**src/rtl/mdu_pkg.sv**
```systemverilog
// Shared definitions for the multiply/divide unit: operation codes, FSM
// state encoding, iteration count and a magnitude helper.
package mdu_pkg;

  localparam int ITER_N = 32;
  localparam int ITER_W = $clog2(ITER_N);

  typedef enum logic [2:0] {
    OP_MULT  = 3'd0,
    OP_MULTU = 3'd1,
    OP_DIV   = 3'd2,
    OP_DIVU  = 3'd3,
    OP_MTHI  = 3'd4,
    OP_MTLO  = 3'd5
  } mdu_op_e;

  typedef enum logic [1:0] {
    ST_IDLE = 2'd0,
    ST_CALC = 2'd1,
    ST_FIX  = 2'd2
  } mdu_state_e;

  function automatic logic [31:0] abs32(input logic [31:0] v, input logic signed_op);
    return (signed_op && v[31]) ? -v : v;
  endfunction

endpackage

```
**src/rtl/mdu_if.sv**
```systemverilog
// Issue/result bundle between the EX stage and the multiply/divide unit.
interface mdu_if;
  import mdu_pkg::*;

  // start is a one-cycle issue strobe with no ready: it is honoured only in
  // IDLE without flush, and the stall unit holds off issue while isbusy=1.
  logic        start;
  mdu_op_e     op;
  logic [31:0] src_a;
  logic [31:0] src_b;
  logic        flush;
  logic        isbusy;
  logic        done;
  logic [31:0] hi;
  logic [31:0] lo;
  mdu_state_e  state;

  modport master (
    output start, op, src_a, src_b, flush,
    input  isbusy, done, hi, lo, state
  );

  modport slave (
    input  start, op, src_a, src_b, flush,
    output isbusy, done, hi, lo, state
  );

endinterface

```
**src/rtl/md_iter.sv**
```systemverilog
// One iteration of shift-add multiply or restoring shift-subtract divide on a
// 64-bit accumulator; the accumulator itself lives here.
module md_iter
  import mdu_pkg::*;
(
  input  logic        clk,
  input  logic        rst_n,
  input  logic        load,
  input  logic        step,
  input  logic        is_div,
  input  logic [63:0] load_val,
  input  logic [31:0] operand,
  output logic [63:0] acc
);

  logic [63:0] acc_q, acc_d;
  logic [32:0] mul_sum;
  logic [32:0] rem_sh;
  logic [33:0] diff;
  logic [63:0] step_val;

  always_comb begin
    mul_sum = {1'b0, acc_q[63:32]} + (acc_q[0] ? {1'b0, operand} : 33'd0);
    // The shifted partial remainder needs 33 bits before the trial subtract.
    rem_sh  = acc_q[63:31];
    diff    = {1'b0, rem_sh} - {2'b00, operand};
    if (is_div) begin
      step_val = diff[33] ? {rem_sh[31:0], acc_q[30:0], 1'b0}
                          : {diff[31:0],   acc_q[30:0], 1'b1};
    end else begin
      step_val = {mul_sum, acc_q[31:1]};
    end

    acc_d = acc_q;
    if (load)      acc_d = load_val;
    else if (step) acc_d = step_val;
  end

  always_ff @(posedge clk or negedge rst_n) begin
    if (!rst_n) acc_q <= '0;
    else        acc_q <= acc_d;
  end

  assign acc = acc_q;

endmodule

```
**src/rtl/mdu_ctrl.sv**
```systemverilog
// Multiply/divide controller: issue FSM, iteration counter, sign correction
// and the architectural HI/LO registers.
module mdu_ctrl
  import mdu_pkg::*;
(
  input logic  clk,
  input logic  rst_n,
  mdu_if.slave bus
);

  mdu_state_e        state_q, state_d;
  logic [ITER_W-1:0] iter_q, iter_d;
  logic [31:0]       opnd_q, opnd_d;
  logic [31:0]       a_raw_q, a_raw_d;
  logic              neg_q, neg_d;
  logic              neg_r_q, neg_r_d;
  logic              div_q, div_d;
  logic              dvz_q, dvz_d;
  logic              isbusy_q, isbusy_d;
  logic [31:0]       hi_q, hi_d;
  logic [31:0]       lo_q, lo_d;

  logic        done;
  logic        acc_load, acc_step;
  logic [63:0] acc_load_val;
  logic [63:0] acc;
  logic        sgn, is_md, is_dv;
  logic [31:0] a_abs, b_abs;
  logic [63:0] prod;
  logic [31:0] quo, rem;

  md_iter u_iter (
    .clk      (clk),
    .rst_n    (rst_n),
    .load     (acc_load),
    .step     (acc_step),
    .is_div   (div_q),
    .load_val (acc_load_val),
    .operand  (opnd_q),
    .acc      (acc)
  );

  always_comb begin
    state_d      = state_q;
    iter_d       = iter_q;
    opnd_d       = opnd_q;
    a_raw_d      = a_raw_q;
    neg_d        = neg_q;
    neg_r_d      = neg_r_q;
    div_d        = div_q;
    dvz_d        = dvz_q;
    isbusy_d     = isbusy_q;
    hi_d         = hi_q;
    lo_d         = lo_q;
    done         = 1'b0;
    acc_load     = 1'b0;
    acc_step     = 1'b0;
    acc_load_val = '0;

    sgn   = (bus.op == OP_MULT) || (bus.op == OP_DIV);
    is_dv = (bus.op == OP_DIV)  || (bus.op == OP_DIVU);
    is_md = is_dv || (bus.op == OP_MULT) || (bus.op == OP_MULTU);
    a_abs = abs32(bus.src_a, sgn);
    b_abs = abs32(bus.src_b, sgn);

    prod = neg_q   ? -acc         : acc;
    quo  = neg_q   ? -acc[31:0]   : acc[31:0];
    rem  = neg_r_q ? -acc[63:32]  : acc[63:32];

    unique case (state_q)
      ST_IDLE: begin
        if (bus.start && !bus.flush) begin
          if (is_md) begin
            state_d      = ST_CALC;
            iter_d       = '0;
            isbusy_d     = 1'b1;
            div_d        = is_dv;
            neg_d        = sgn && (bus.src_a[31] ^ bus.src_b[31]);
            neg_r_d      = sgn && bus.src_a[31];
            dvz_d        = is_dv && (bus.src_b == 32'd0);
            a_raw_d      = bus.src_a;
            opnd_d       = is_dv ? b_abs : a_abs;
            acc_load     = 1'b1;
            acc_load_val = is_dv ? {32'd0, a_abs} : {32'd0, b_abs};
          end else if (bus.op == OP_MTHI) begin
            hi_d = bus.src_a;
          end else if (bus.op == OP_MTLO) begin
            lo_d = bus.src_a;
          end
        end
      end
      ST_CALC: begin
        acc_step = 1'b1;
        if (iter_q == ITER_W'(ITER_N - 1)) state_d = ST_FIX;
        else                               iter_d  = iter_q + 1'b1;
      end
      ST_FIX: begin
        done     = 1'b1;
        state_d  = ST_IDLE;
        isbusy_d = 1'b0;
        iter_d   = '0;
        if (!div_q) begin
          hi_d = prod[63:32];
          lo_d = prod[31:0];
        end else if (dvz_q) begin
          hi_d = a_raw_q;
          lo_d = 32'hFFFF_FFFF;
        end else begin
          hi_d = rem;
          lo_d = quo;
        end
      end
      default: state_d = ST_IDLE;
    endcase

    // Flush kills everything in flight, including the HI/LO write in FIX.
    if (bus.flush) begin
      state_d  = ST_IDLE;
      isbusy_d = 1'b0;
      iter_d   = '0;
      done     = 1'b0;
      hi_d     = hi_q;
      lo_d     = lo_q;
      acc_load = 1'b0;
      acc_step = 1'b0;
    end
  end

  always_ff @(posedge clk or negedge rst_n) begin
    if (!rst_n) begin
      state_q  <= ST_IDLE;
      iter_q   <= '0;
      opnd_q   <= '0;
      a_raw_q  <= '0;
      neg_q    <= 1'b0;
      neg_r_q  <= 1'b0;
      div_q    <= 1'b0;
      dvz_q    <= 1'b0;
      isbusy_q <= 1'b0;
      hi_q     <= '0;
      lo_q     <= '0;
    end else begin
      state_q  <= state_d;
      iter_q   <= iter_d;
      opnd_q   <= opnd_d;
      a_raw_q  <= a_raw_d;
      neg_q    <= neg_d;
      neg_r_q  <= neg_r_d;
      div_q    <= div_d;
      dvz_q    <= dvz_d;
      isbusy_q <= isbusy_d;
      hi_q     <= hi_d;
      lo_q     <= lo_d;
    end
  end

  assign bus.isbusy = isbusy_q;
  assign bus.done   = done;
  assign bus.hi     = hi_q;
  assign bus.lo     = lo_q;
  assign bus.state  = state_q;

endmodule

```
**src/flat_wrapper.sv**
```systemverilog
// flat-port wrapper written by rule: the top's interface ports become plain ports
module mdu_ctrl_flat import mdu_pkg::*;
  (clk, rst_n, bus_start, bus_op, bus_src_a, bus_src_b, bus_flush, bus_isbusy, bus_done, bus_hi, bus_lo, bus_state);
  mdu_if bus_i ();
  input logic clk;
  input logic rst_n;
  input wire logic [$bits(bus_i.start)-1:0] bus_start;
  input wire logic [$bits(bus_i.op)-1:0] bus_op;
  input wire logic [$bits(bus_i.src_a)-1:0] bus_src_a;
  input wire logic [$bits(bus_i.src_b)-1:0] bus_src_b;
  input wire logic [$bits(bus_i.flush)-1:0] bus_flush;
  output wire logic [$bits(bus_i.isbusy)-1:0] bus_isbusy;
  output wire logic [$bits(bus_i.done)-1:0] bus_done;
  output wire logic [$bits(bus_i.hi)-1:0] bus_hi;
  output wire logic [$bits(bus_i.lo)-1:0] bus_lo;
  output wire logic [$bits(bus_i.state)-1:0] bus_state;
  assign bus_i.start = bus_start;
  assign bus_i.op = bus_op;
  assign bus_i.src_a = bus_src_a;
  assign bus_i.src_b = bus_src_b;
  assign bus_i.flush = bus_flush;
  assign bus_isbusy = bus_i.isbusy;
  assign bus_done = bus_i.done;
  assign bus_hi = bus_i.hi;
  assign bus_lo = bus_i.lo;
  assign bus_state = bus_i.state;
  mdu_ctrl u_core (.clk(clk), .rst_n(rst_n), .bus(bus_i));
endmodule
```
**config.mk**
```make
export PLATFORM = sky130hd
export DESIGN_NAME = mdu_ctrl_flat
export DESIGN_NICKNAME = d
export VERILOG_FILES = /design/src/rtl/mdu_pkg.sv /design/src/rtl/mdu_if.sv /design/src/rtl/md_iter.sv /design/src/rtl/mdu_ctrl.sv /design/src/flat_wrapper.sv
export SDC_FILE = /design/constraint.sdc
export NUM_CORES = 1
export LEC_CHECK = 0
export CORE_MARGIN = 3
export CORE_UTILIZATION = 45
export DETAILED_ROUTE_END_ITERATION = 7
export HOLD_SLACK_MARGIN = 0.05
export SLEW_MARGIN = 10
export SYNTH_ARGS = -nofsm -noshare
export SYNTH_HDL_FRONTEND = slang
export SYNTH_HIERARCHICAL = 1
export SYNTH_SLANG_ARGS = --single-unit
export TNS_END_PERCENT = 10
```
**constraint.sdc**
```tcl
create_clock -name clk -period 4.6 [get_ports clk]
set_input_delay 0.69 -clock clk [delete_from_list [all_inputs] [get_ports clk]]
set_output_delay 0.69 -clock clk [all_outputs]
set_load 0.03 [all_outputs]
```
==> results.md <==
* Outcome: finished, violations left
* Failing checks: design-rule violations
* Max cap viols at 0
* Top post-synthesis cells by area: dfrtp_1 (28%), nand2_1 (6.1%), a21oi_1 (5.1%)
* CTS HTree Levels at 1
* Worst-path clk slew at 0.06 ns
* Core area at 39910 µm²
* Worst vdd ir at 0.0002898 V
* Commonest cells in the netlist: nand2_1 (295), nor2_1 (216), dfrtp_1 (204)
* Via count at 19720
* Nets at 2655
* Primary FF master, synth: dfrtp_1
* Cell taking the most area after synthesis: dfrtp_1
* CTS tree: built
* GR Overflow Total at 0
* CP arrival at 4.36 ns
* Final ANT Viol Nets at 0
* Setup fix buffers added after clock tree synthesis at 0
* Final core utilization at 53.54%
* R2R setup slack at 0.69 ns
* Die Y at 207.6 µm
* Yosys top cell area share at 27.91%
* Overall die width at 207.6 µm
* Total GRT Usage at 34.91%
* Most frequent cell after synthesis: nand2_1
* CP max FO at 9
* WL final at 78.67 mm
* Combinational Power Share at 57.7%
* Sw Pwr at 5.512 mW
* Count of state elements after synthesis at 204
* Largest net degree at the start of global routing at 87
* Cells after DPL at 3009
* Crit. End Element: flip-flop
* Final Cell Area at 21370 µm²
* Antenna violations before repair at 4
* Worst Path Required at 5.05 ns
* FF-to-FF path depth at 14
* Row count at 73
* 1st-pass router iterations at 8
* Fin cells at 3058
* Wire per inst at 25.73 µm
* I/O pin total at 139
* Clk Latency, worst-skew pair at 0.57 ns
* Initial Util at 45.82%
* Slew headroom at 29.88%
* HPWL after detailed placement at 59.18 mm
* Hold buffer count at CTS at 0
* FF-to-FF Start: u_core/u_iter/acc[32]
* CTS Root Cell: clkbuf_16
* Inserted Clock Buffers at 26
* Area growth from synthesis to layout at 16.84%
* Syn_area_per_cell at 7.675 µm²
* Fin. max-slew vios at 0
* Yosys cell types at 102
* Synth Instances at 2383
* Die area at 43100 µm²
* Final setup violation count at 0
* Share of post-route cells with drive strength above 1 at 8.297%
* Sequential share of the synthesized area at 27.91%
* Crit-path cells: buf_4 -> ha_1 -> fa_1 -> a211oi_2 -> o211a_1 -> o21bai_1 -> a31oi_2 -> o21ai_1 -> a31oi_1 -> or3_1 -> a31oi_1 -> a2111oi_0 -> buf_4 -> nor2_1
* Switching share of power at 48.48%
* Slowest Stage Delay on Critical Path at 0.65 ns
* Via density at 6.448
* F_max at 256.0 MHz
* Residual DRC at 1
* Placed Area at 20530 µm²
* Least-Margin Pin Slew at 1.052 ns
* Pleak at 8.791 nW
* Post-cts sizing count at 0
* End of the worst register-to-register path: u_core/u_iter/acc[61]
* Slowest library cell on the worst path: a2111oi_0
* Pwr Density at 532.0 nW/µm²
* Clock Path Buffers at 3
* Final Skew at 0.01772 ns
* Clk sinks at 204
* Post-route clock period utilization at 84.92%
* Fin. Hold Viols at 0
* Placer congestion estimate at 0.9958
* Setup_tns at 0 ns
* Post-Syn Area at 18290 µm²
* Post-layout min period at 3.906 ns
* Crit path launch type: flip-flop
* Hold Slack at 0.1388 ns
* Crit Path Class: reg -> reg
* Hold Path Class: in -> async
* Pint at 5.857 mW
* Vias in the first global route at 18210
* Syn. warnings at 6
* First-pass GRT wire length at 116.8 mm
* Iter 0 DRT Violations at 2373
* Seq pwr share at 24.5%
* IO buf count at 138
* Fraction of registers with async set/reset at 100.0%
* Filler instances at 3892
* RSZ-0062 raised after global routing: no
* Post-synth EDFFs at 0
* Clock share of power at 17.9%
==> placed cells by master, fill, tap and decap left out, types with 10 or more instances in the layout <==
| master | instances |
|---|---|
| a211oi_1 | 31 |
| a21o_1 | 32 |
| a21oi_1 | 187 |
| a221oi_1 | 25 |
| a31oi_1 | 38 |
| and2_1 | 45 |
| and3_1 | 15 |
| buf_4 | 100 |
| clkbuf_16 | 26 |
| clkdlybuf4s50_1 | 136 |
| conb_1 | 32 |
| dfrtp_1 | 202 |
| ha_1 | 70 |
| inv_1 | 73 |
| mux2i_1 | 47 |
| nand2_1 | 294 |
| nand2b_1 | 27 |
| nand3_1 | 41 |
| nand4_1 | 27 |
| nor2_1 | 216 |
| nor3_1 | 58 |
| nor3b_1 | 10 |
| nor4_1 | 38 |
| o211ai_1 | 16 |
| o21a_1 | 16 |
| o21ai_0 | 183 |
| o21bai_1 | 11 |
| o221ai_1 | 22 |
| o22ai_1 | 33 |
| o31ai_1 | 36 |
| o41ai_1 | 18 |
| or2_2 | 10 |
| or3_1 | 29 |
| or4_1 | 21 |
| xnor2_1 | 100 |
| xor2_1 | 58 |
==> sequential cells by signal (all words and copies together), names as in the netlist <==
signal / count
u_core/neg_r_q: 1
u_core/bus.hi: 32
u_core/iter_q: 5
u_core/bus.lo: 32
u_core/bus.state: 2
u_core/bus.isbusy: 1
u_core/div_q: 1
u_core/a_raw_q: 32
u_core/u_iter/acc: 64
u_core/neg_q: 1
u_core/opnd_q: 32
u_core/dvz_q: 1
==> per-layer routing <==
layer	share of wire, %	GRT usage, %	vias to the layer above
met3	9.7	8.055	218
met2	44	53.44	1075
met1	42	47.62	9440
met4	5.0	14.54	0
met5	0	0	-
li1	-	-	8985
==> layout make-up <==
class / instances / area, µm² / area share (%)
tap: 525 / 656.9 / 3.074
timing repair buffer: 239 / 2151 / 10.07
inverter: 76 / 287.8 / 1.347
sequential: 204 / 5110 / 23.91
clock inverter: 13 / 118.9 / 0.5562
antenna: 2 / 5.005 / 0.02342
clock buffer: 34 / 710.7 / 3.326
multi-input combinational: 1965 / 12330 / 57.70
==> worst max-delay path by stage <==
stage,from,end,slack (ns),cells past startpoint
after floorplan,u_core/u_iter/acc[0],u_core/u_iter/acc[59],1.10,14
after global placement,bus_src_a[0],u_core/opnd_q[20],0.76,9
after detailed placement,u_core/u_iter/acc[32],u_core/u_iter/acc[61],0.70,14
after CTS,u_core/u_iter/acc[32],u_core/u_iter/acc[61],0.67,14
after global routing,u_core/u_iter/acc[32],u_core/u_iter/acc[61],0.50,14
final,u_core/u_iter/acc[32],u_core/u_iter/acc[61],0.69,14
==> worst max-delay path: cells and delay by family (launching register included) <==
kind	cells	cell delay, ns
AND/OR/NAND/NOR	2	0.18
flip-flops	1	0.38
adder cells (fa/ha/maj)	2	0.70
buffers and inverters	2	0.39
AO/OA/AOI/OAI	8	2.13
==> power by group through the flow <==
stage	sequential, mW	combinational [mW]	clock [mW]
2_1_floorplan	3.00	3.86	0
3_3_place_gp	2.79	6.38	0
3_5_place_dp	2.79	6.38	0
4_1_cts	2.77	6.42	2.07
5_1_grt	2.82	7.04	2.14
6_report	2.78	6.55	2.03
==> stage by stage <==
stage / total power [mW] / worst slack (ns)
global route: 12.00 / 0.5031
floorplan: 6.862 / 1.101
finish: 11.37 / 0.6936
CTS: 11.26 / 0.6714
global placement: 9.176 / 0.7633
detailed placement: 9.174 / 0.7046
==> cells by family after synthesis <==
logic type / count (synthesis) / share of synthesized area, %
flops: 204 / 27.91
compound gates: 765 / 27.62
other cells: 1 / 0.02050
simple gates: 884 / 23.35
fa+ha+maj: 72 / 5.008
mux: 54 / 3.003
xor+xnor: 158 / 7.566
buf+inv: 245 / 5.514
Power figures use the tool's default switching activity.
